===== src/rtl/mem_access_arbiter_pkg.sv =====
// mem_access_arbiter_pkg: shared widths and tag-table entry type for the memory access arbiter.
package MemAccessArbiterTypes;
    localparam int ARB_MAX_PORTS = 8;
    localparam int ARB_MAX_SERIAL_WIDTH = 16;
    localparam int MEMORY_ENTRY_DATA_WIDTH = 128;
    localparam int MEM_ACCESS_SERIAL_WIDTH = 5;
    typedef logic [MEMORY_ENTRY_DATA_WIDTH-1:0] MemoryEntryDataPath;
    typedef logic [MEM_ACCESS_SERIAL_WIDTH-1:0] MemAccessSerial;
    typedef logic [$clog2(ARB_MAX_PORTS)-1:0] ArbPortIndexPath;
    typedef logic [ARB_MAX_SERIAL_WIDTH-1:0] ArbSerialPath;
    typedef struct packed {
        logic            valid;
        ArbSerialPath    serial;
        ArbPortIndexPath port;
    } ArbTagEntry;
endpackage


===== src/rtl/mem_read_tag_table.sv =====
// mem_read_tag_table: CAM of in-flight read serials; allocates the lowest free entry and
// frees the lowest matching entry when read data returns.
module mem_read_tag_table
    import MemAccessArbiterTypes::*;
#(
    parameter int DEPTH = 8,
    parameter int SERIAL_WIDTH = MEM_ACCESS_SERIAL_WIDTH,
    localparam int CW = $clog2(DEPTH + 1)
) (
    input  logic                    clk,
    input  logic                    negResetIn,
    input  logic                    alloc_i,
    input  logic [SERIAL_WIDTH-1:0] alloc_serial_i,
    input  ArbPortIndexPath         alloc_port_i,
    input  logic                    lookup_i,
    input  logic [SERIAL_WIDTH-1:0] lookup_serial_i,
    output logic                    hit_o,
    output ArbPortIndexPath         hit_port_o,
    output logic                    full_o,
    output logic [CW-1:0]           count_o
);
    localparam int IW = DEPTH > 1 ? $clog2(DEPTH) : 1;
    ArbTagEntry entry_q [DEPTH];
    logic [DEPTH-1:0] valid, match;
    logic [IW-1:0] free_idx, hit_idx;

    // Descending scan so the lowest index wins for both free slot and match.
    always_comb begin
        valid = '0;
        match = '0;
        free_idx = '0;
        hit_idx = '0;
        for (int i = DEPTH - 1; i >= 0; i--) begin
            valid[i] = entry_q[i].valid;
            match[i] = entry_q[i].valid && entry_q[i].serial == ArbSerialPath'(lookup_serial_i);
            if (!valid[i]) free_idx = IW'(i);
            if (match[i]) hit_idx = IW'(i);
        end
    end

    assign hit_o = lookup_i && |match;
    assign hit_port_o = entry_q[hit_idx].port;
    assign full_o = &valid;
    assign count_o = CW'($countones(valid));

    always_ff @(posedge clk or negedge negResetIn) begin
        if (!negResetIn) begin
            for (int i = 0; i < DEPTH; i++) entry_q[i] <= '0;
        end else begin
            if (alloc_i) entry_q[free_idx] <= '{valid: 1'b1, serial: ArbSerialPath'(alloc_serial_i), port: alloc_port_i};
            if (hit_o) entry_q[hit_idx].valid <= 1'b0;
        end
    end

    a_unique_serial: assert property (@(posedge clk) disable iff (!negResetIn) lookup_i |-> $onehot0(match));
endmodule


===== src/rtl/mem_access_arbiter.sv =====
// mem_access_arbiter: round-robin arbiter of NUM_PORTS requesters onto one memory port,
// with an exclusive-owner mode and per-serial routing of returned reads.
module mem_access_arbiter
    import MemAccessArbiterTypes::*;
#(
    parameter int NUM_PORTS = 3,
    parameter int ADDR_WIDTH = 32,
    parameter int DATA_WIDTH = MEMORY_ENTRY_DATA_WIDTH,
    parameter int SERIAL_WIDTH = MEM_ACCESS_SERIAL_WIDTH,
    parameter int OUTSTANDING_DEPTH = 8,
    parameter int EXCLUSIVE_PORT = 0,
    localparam int CW = $clog2(OUTSTANDING_DEPTH + 1)
) (
    input  logic                            clk,
    input  logic                            negResetIn,
    input  logic                            exclusiveMode,
    input  logic [NUM_PORTS-1:0]            reqRE,
    input  logic [NUM_PORTS-1:0]            reqWE,
    input  logic [NUM_PORTS*ADDR_WIDTH-1:0] reqAddr,
    input  logic [NUM_PORTS*DATA_WIDTH-1:0] reqWriteData,
    output logic [NUM_PORTS-1:0]            reqGrant,
    output logic [SERIAL_WIDTH-1:0]         reqReadSerial,
    output logic [ADDR_WIDTH-1:0]           memAccessAddr,
    output logic [DATA_WIDTH-1:0]           memAccessWriteData,
    output logic                            memAccessRE,
    output logic                            memAccessWE,
    input  logic                            memAccessReadBusy,
    input  logic                            memAccessWriteBusy,
    input  logic [SERIAL_WIDTH-1:0]         nextMemReadSerial,
    input  logic                            memReadDataReady,
    input  logic [DATA_WIDTH-1:0]           memReadData,
    input  logic [SERIAL_WIDTH-1:0]         memReadSerial,
    output logic [NUM_PORTS-1:0]            rspValid,
    output logic [DATA_WIDTH-1:0]           rspData,
    output logic [SERIAL_WIDTH-1:0]         rspSerial,
    output logic [CW-1:0]                   outstandingCount,
    output logic                            errUnknownSerial
);
    ArbPortIndexPath rr_ptr_q, rr_ptr_d, winner, rsp_port;
    logic found, full, hit, err_q;
    logic [NUM_PORTS-1:0] elig, rsp_valid_q;
    logic [DATA_WIDTH-1:0] rsp_data_q;
    logic [SERIAL_WIDTH-1:0] rsp_serial_q;

    // A port asserting both RE and WE is a write only.
    always_comb begin
        elig = '0;
        for (int p = 0; p < NUM_PORTS; p++)
            elig[p] = (!exclusiveMode || p == EXCLUSIVE_PORT) &&
                      (reqWE[p] ? !memAccessWriteBusy : reqRE[p] && !memAccessReadBusy && !full);
    end

    // Winner is the eligible port with the smallest distance from rr_ptr_q.
    always_comb begin
        int d, best;
        best = NUM_PORTS;
        d = 0;
        winner = '0;
        for (int p = 0; p < NUM_PORTS; p++) begin
            d = p >= int'(rr_ptr_q) ? p - int'(rr_ptr_q) : p + NUM_PORTS - int'(rr_ptr_q);
            if (elig[p] && d < best) begin
                best = d;
                winner = ArbPortIndexPath'(p);
            end
        end
        found = best < NUM_PORTS;
    end

    assign reqGrant = found ? NUM_PORTS'(1) << winner : '0;
    assign memAccessWE = |(reqGrant & reqWE);
    assign memAccessRE = |(reqGrant & reqRE & ~reqWE);
    assign reqReadSerial = nextMemReadSerial;
    assign rr_ptr_d = winner == ArbPortIndexPath'(NUM_PORTS - 1) ? '0 : winner + 1'b1;

    always_comb begin
        memAccessAddr = '0;
        memAccessWriteData = '0;
        for (int p = 0; p < NUM_PORTS; p++)
            if (reqGrant[p]) begin
                memAccessAddr = reqAddr[p*ADDR_WIDTH +: ADDR_WIDTH];
                memAccessWriteData = reqWriteData[p*DATA_WIDTH +: DATA_WIDTH];
            end
    end

    mem_read_tag_table #(.DEPTH(OUTSTANDING_DEPTH), .SERIAL_WIDTH(SERIAL_WIDTH)) u_tag_table (
        .clk(clk),
        .negResetIn(negResetIn),
        .alloc_i(memAccessRE),
        .alloc_serial_i(nextMemReadSerial),
        .alloc_port_i(winner),
        .lookup_i(memReadDataReady),
        .lookup_serial_i(memReadSerial),
        .hit_o(hit),
        .hit_port_o(rsp_port),
        .full_o(full),
        .count_o(outstandingCount)
    );

    always_ff @(posedge clk or negedge negResetIn) begin
        if (!negResetIn) begin
            rr_ptr_q <= '0;
            rsp_valid_q <= '0;
            rsp_data_q <= '0;
            rsp_serial_q <= '0;
            err_q <= 1'b0;
        end else begin
            if (found) rr_ptr_q <= rr_ptr_d;
            rsp_valid_q <= hit ? NUM_PORTS'(1) << rsp_port : '0;
            if (hit) begin
                rsp_data_q <= memReadData;
                rsp_serial_q <= memReadSerial;
            end
            err_q <= err_q || (memReadDataReady && !hit);
        end
    end

    assign rspValid = rsp_valid_q;
    assign rspData = rsp_data_q;
    assign rspSerial = rsp_serial_q;
    assign errUnknownSerial = err_q;
endmodule


===== config.mk =====
export PLATFORM = sky130hd
export DESIGN_NAME = mem_access_arbiter
export DESIGN_NICKNAME = d
export VERILOG_FILES = /design/src/rtl/mem_access_arbiter_pkg.sv /design/src/rtl/mem_read_tag_table.sv /design/src/rtl/mem_access_arbiter.sv
export SDC_FILE = /design/constraint.sdc
export NUM_CORES = 1
export LEC_CHECK = 0
export CORE_AREA = 3 3 369 371
export CTS_CLUSTER_DIAMETER = 150
export DETAILED_ROUTE_END_ITERATION = 12
export DIE_AREA = 0 0 372 374
export MAX_ROUTING_LAYER = met4
export PLACE_DENSITY = 0.33
export SYNTH_ARGS = -nofsm -noshare
export SYNTH_HDL_FRONTEND = slang
export SYNTH_HIERARCHICAL = 1
export SYNTH_SLANG_ARGS = --single-unit

===== constraint.sdc =====
create_clock -name clk -period 13.85 [get_ports clk]
set_clock_uncertainty 0.15 [all_clocks]
set_input_delay 3.4625 -clock clk [delete_from_list [all_inputs] [get_ports clk]]
set_output_delay 3.4625 -clock clk [all_outputs]
set_load 0.05 [all_outputs]

==> impl_metrics.py <==
metrics = {
    "logic_synthesis": {
        "yosysUniqueCellTypes": 58,
        "synth_top_area_frac": 0.4664,
        "synth-main-ff-cell": "dfrtp_1",
        "synthSimpleGateAreaFrac": 0.1283,
        "ys_ff_latch": 300,
        "synthArstFlopShare": 1.000,
        "synth_xor_xnor_area_share": 0.02340,
        "yosysSeqAreaShare": 0.4664,
        "synth_top_family_by_area": "multiplexers",
        "muxShareOfSynthArea": 0.2494,
        "synth_compound_area_frac": 0.07470,
        "syn_area_sq_um": 16100,
        "syn_area_per_cell_sq_um": 10.83,
        "synth_edf_count": 0,
        "yosysTopAreaCell": "dfrtp_1",
        "syn_inst": 1486,
        "synthTopCellsByArea": "dfrtp_1 47%, mux2_2 14%, mux2i_1 11%",
        "ys_warn_count": 6,
        "synth_fa_ha_area_frac": 0.02472,
    },
    "sta": {
        "period_share": 0.9450,
        "post-route-worst-setup-slack_ns": 0.7615,
        "slew_headroom": 0.2882,
        "fin_hold_ws_ns": 0.3295,
        "setup_tns_ns": 0,
        "tightest_slew_ns": 1.063,
        "grt_setup_unrepaired": "false",
        "layout_min_cycle_time_ns": 13.09,
        "final_hold_viol_count": 0,
        "finalSetupViolCount": 0,
        "timing.fmax_mhz": 76.40,
        "final_max_slew_viol_count": 0,
    },
    "place": {
        "dp_slack_ns": 0.6704,
        "place_congestion": 0.9691,
        "dpl.hpwl_mm": 107.6,
        "portBuffers": 940,
        "dpl_cell_area_sq_um": 27290,
    },
    "power": {
        "leakagePower_nw": 11.53,
        "powerDensity_nw_per_um2": 241.8,
        "irDropWorstVdd_v": 0.0001626,
    },
    "finish": {
        "drive_gt1_frac": 0.1871,
        "num-fill-cells": 14474,
        "fin_area_sq_um": 28600,
        "fin_util": 0.2146,
        "fin_nets": 3066,
        "syn_to_final_growth_pct": 77.66,
    },
    "critical_path": {
        "crit_top_cell": "buf_4",
        "cp-end-kind": "primary output",
        "required_ns": 10.24,
        "cp-start-kind": "primary input",
        "crit_family": "buffers and inverters",
        "cpMaxStageDelayCell": "buf_4",
        "critical_path_class": "in -> out",
        "slowest_delay_ns": 0.50,
        "path_cells": "clkdlybuf4s50_1, nand2b_1, o32ai_1, o21ai_0, a21o_1, ha_1, or2_2, nor3b_1, and2_1, a22o_4, buf_4, nor2_1, a21oi_1, ha_1, mux2i_1, or3_1, or2_1, a21oi_4, buf_12, buf_12, buf_4, nand2_1, o21ai_1, buf_4",
        "cp.arrival_ns": 9.48,
        "crit_buf_inv": 6,
        "cp_max_fo": 33,
    },
    "clocking": {
        "cts.sinks": 300,
        "cts_tree": "built",
        "path_clk_slew_ns": 0.06,
        "cts_htree_levels": 2,
        "ctsHoldBuffers": 0,
        "cts_resized": 0,
        "root_buffer": "clkbuf_16",
        "clockBufferDepth": 3,
        "numCtsBuffers": 35,
        "cts_setup_buffers": 0,
        "worstSkewPairLatency_ns": 0.55,
    },
    "global_routing": {
        "grt_pass1_vias": 17247,
        "track_usage": 0.1772,
        "grt_util_met3": 0.05953,
        "grt_start_max_net_pins": 85,
        "grt_use_met1": 0.1820,
        "gr-max-usage-layer": "met2",
        "grt_overflow": 0,
        "grt_pass1_wl_mm": 161.5,
        "grtUsageMet2": 0.3054,
        "antenna_found_initial": 65,
    },
    "floorplan": {
        "io_pins": 941,
        "die_y_um": 374,
        "die_width_um": 372,
        "core_sq_um": 133300,
        "num_rows": 134,
        "dieArea_sq_um": 139100,
        "start_util": 0.1208,
    },
    "route": {
        "wl_mm": 125.0,
        "vias": 15915,
        "wl_per_cell_um": 29.63,
        "ant_nets": 0,
        "dr.pass1.iters": 5,
        "drc": 0,
        "via_per_inst": 3.770,
        "drt_iter0_markers": 809,
    },
    "hold_path": {
        "hold_path.class": "reg -> reg",
    },
    "outcome": {
        "outcome": "finished, final reports clean",
    },
    "run": {
        "maxCapViolations": 0,
    },
}
layout by cell type (no fill, tap or decap), types with 18 or more instances in the layout:
master / n
clkdlybuf4s50_1: 791
dfrtp_1: 300
mux2_2: 198
nand2_1: 183
mux2i_1: 175
buf_4: 175
o21ai_1: 165
nor2b_1: 49
and2_1: 45
clkbuf_16: 37
xnor2_1: 35
nor2_1: 28
nor4_1: 27
ha_1: 27
diode_2: 26
inv_1: 18
worst paths after layout:
kind,startpoint,endpoint,slack (ns),cells after the start
min in group asynchronous,negResetIn,rspData[54],2.77,1
worst min register to register,register,register,0.33,1
worst max-delay path,reqWE[0],memAccessWriteData[125],0.76,24
worst max register to register,u_tag_table/entry_q[99],register,6.18,26
worst min-delay path,register,register,0.33,1
max in group asynchronous,negResetIn,rspData[33],9.28,2
per-layer routing:
layer | wire, um | part of all wire | vias up
met3 | 11410 | 0.091 | 172
met2 | 62440 | 0.50 | 833
met5 | 0 | 0 | -
met4 | 6111 | 0.049 | 0
li1 | - | - | 7088
met1 | 45100 | 0.36 | 7822
worst reg2reg max path: stages, from the launching register on:
cell	delay [ns]
dfrtp_1	0.58
ha_1	0.21
nand2_1	0.04
nor3_1	0.58
o32ai_1	0.25
o21ai_0	0.26
nor2_1	0.15
ha_1	0.30
o21a_1	0.17
o21ai_1	0.28
a22o_4	0.23
buf_4	0.50
nor2_1	0.08
a21oi_1	0.17
ha_1	0.28
mux2i_1	0.13
or3_1	0.34
a21oi_2	0.19
buf_4	0.22
nand2_1	0.06
o21ai_1	0.32
buf_4	0.24
and3_1	0.18
nand3_1	0.11
a21oi_1	0.18
nor2b_2	0.88
mux2_2	0.43
cells in the mapped netlist, types with 2 or more instances:
| master | count |
|---|---|
| a21o_1 | 5 |
| a21oi_1 | 17 |
| a22oi_1 | 2 |
| a31oi_1 | 2 |
| a41oi_1 | 2 |
| and2_1 | 45 |
| buf_1 | 3 |
| buf_2 | 41 |
| buf_4 | 8 |
| clkbuf_1 | 43 |
| dfrtp_1 | 300 |
| fa_1 | 3 |
| ha_1 | 27 |
| inv_1 | 18 |
| mux2_1 | 3 |
| mux2_2 | 198 |
| mux2i_1 | 175 |
| nand2_1 | 183 |
| nand2b_1 | 6 |
| nand3_1 | 5 |
| nand4_1 | 8 |
| nand4b_1 | 8 |
| nor2_1 | 28 |
| nor2b_1 | 52 |
| nor3_1 | 7 |
| nor3b_1 | 3 |
| nor4_1 | 27 |
| nor4b_1 | 10 |
| o21a_1 | 2 |
| o21ai_0 | 4 |
| o21ai_1 | 165 |
| o221ai_1 | 3 |
| o22a_1 | 5 |
| o22ai_1 | 2 |
| or2_2 | 4 |
| or3_1 | 2 |
| or4_1 | 4 |
| or4b_1 | 3 |
| or4b_2 | 3 |
| xnor2_1 | 35 |
| xor2_1 | 8 |
power breakdown:
| group | leakage [nW] | internal (W) | switching (W) |
|---|---|---|---|
| logic | 7.08 | 0.00152 | 0.00303 |
| clock network | 0.600 | 0.000622 | 0.000398 |
| registers | 3.85 | 0.00116 | 0.000191 |
| total | 11.5 | 0.00330 | 0.00362 |
metrics by stage:
stage          total power (W)  instances
2_1_floorplan         0.004139       1493
3_3_place_gp          0.005954       4137
3_5_place_dp          0.005952       4137
4_1_cts               0.007030       4195
5_1_grt               0.007271       4219
6_report              0.006916       4221
layout make-up:
class	count	area [sq um]	area share
Antenna cell	26	65.06	0.002275
Clock buffer	44	992.2	0.03470
Clock inverter	14	250.2	0.008750
Inverter	19	71.32	0.002494
Multi-Input combinational cell	1078	8153	0.2851
Sequential cell	300	7507	0.2625
Tap cell	1768	2212	0.07735
Timing Repair Buffer	972	9346	0.3268
cell families (layout without fill, tap and decap cells):
kind of cell | after synthesis | count (layout)
simple gates | 402 | 402
mux | 376 | 376
flops | 300 | 300
compound gates | 219 | 219
buf+inv | 115 | 1049
xor+xnor | 43 | 43
fa+ha+maj | 30 | 30
other cells | 1 | 34
Power figures use the tool's default switching activity.
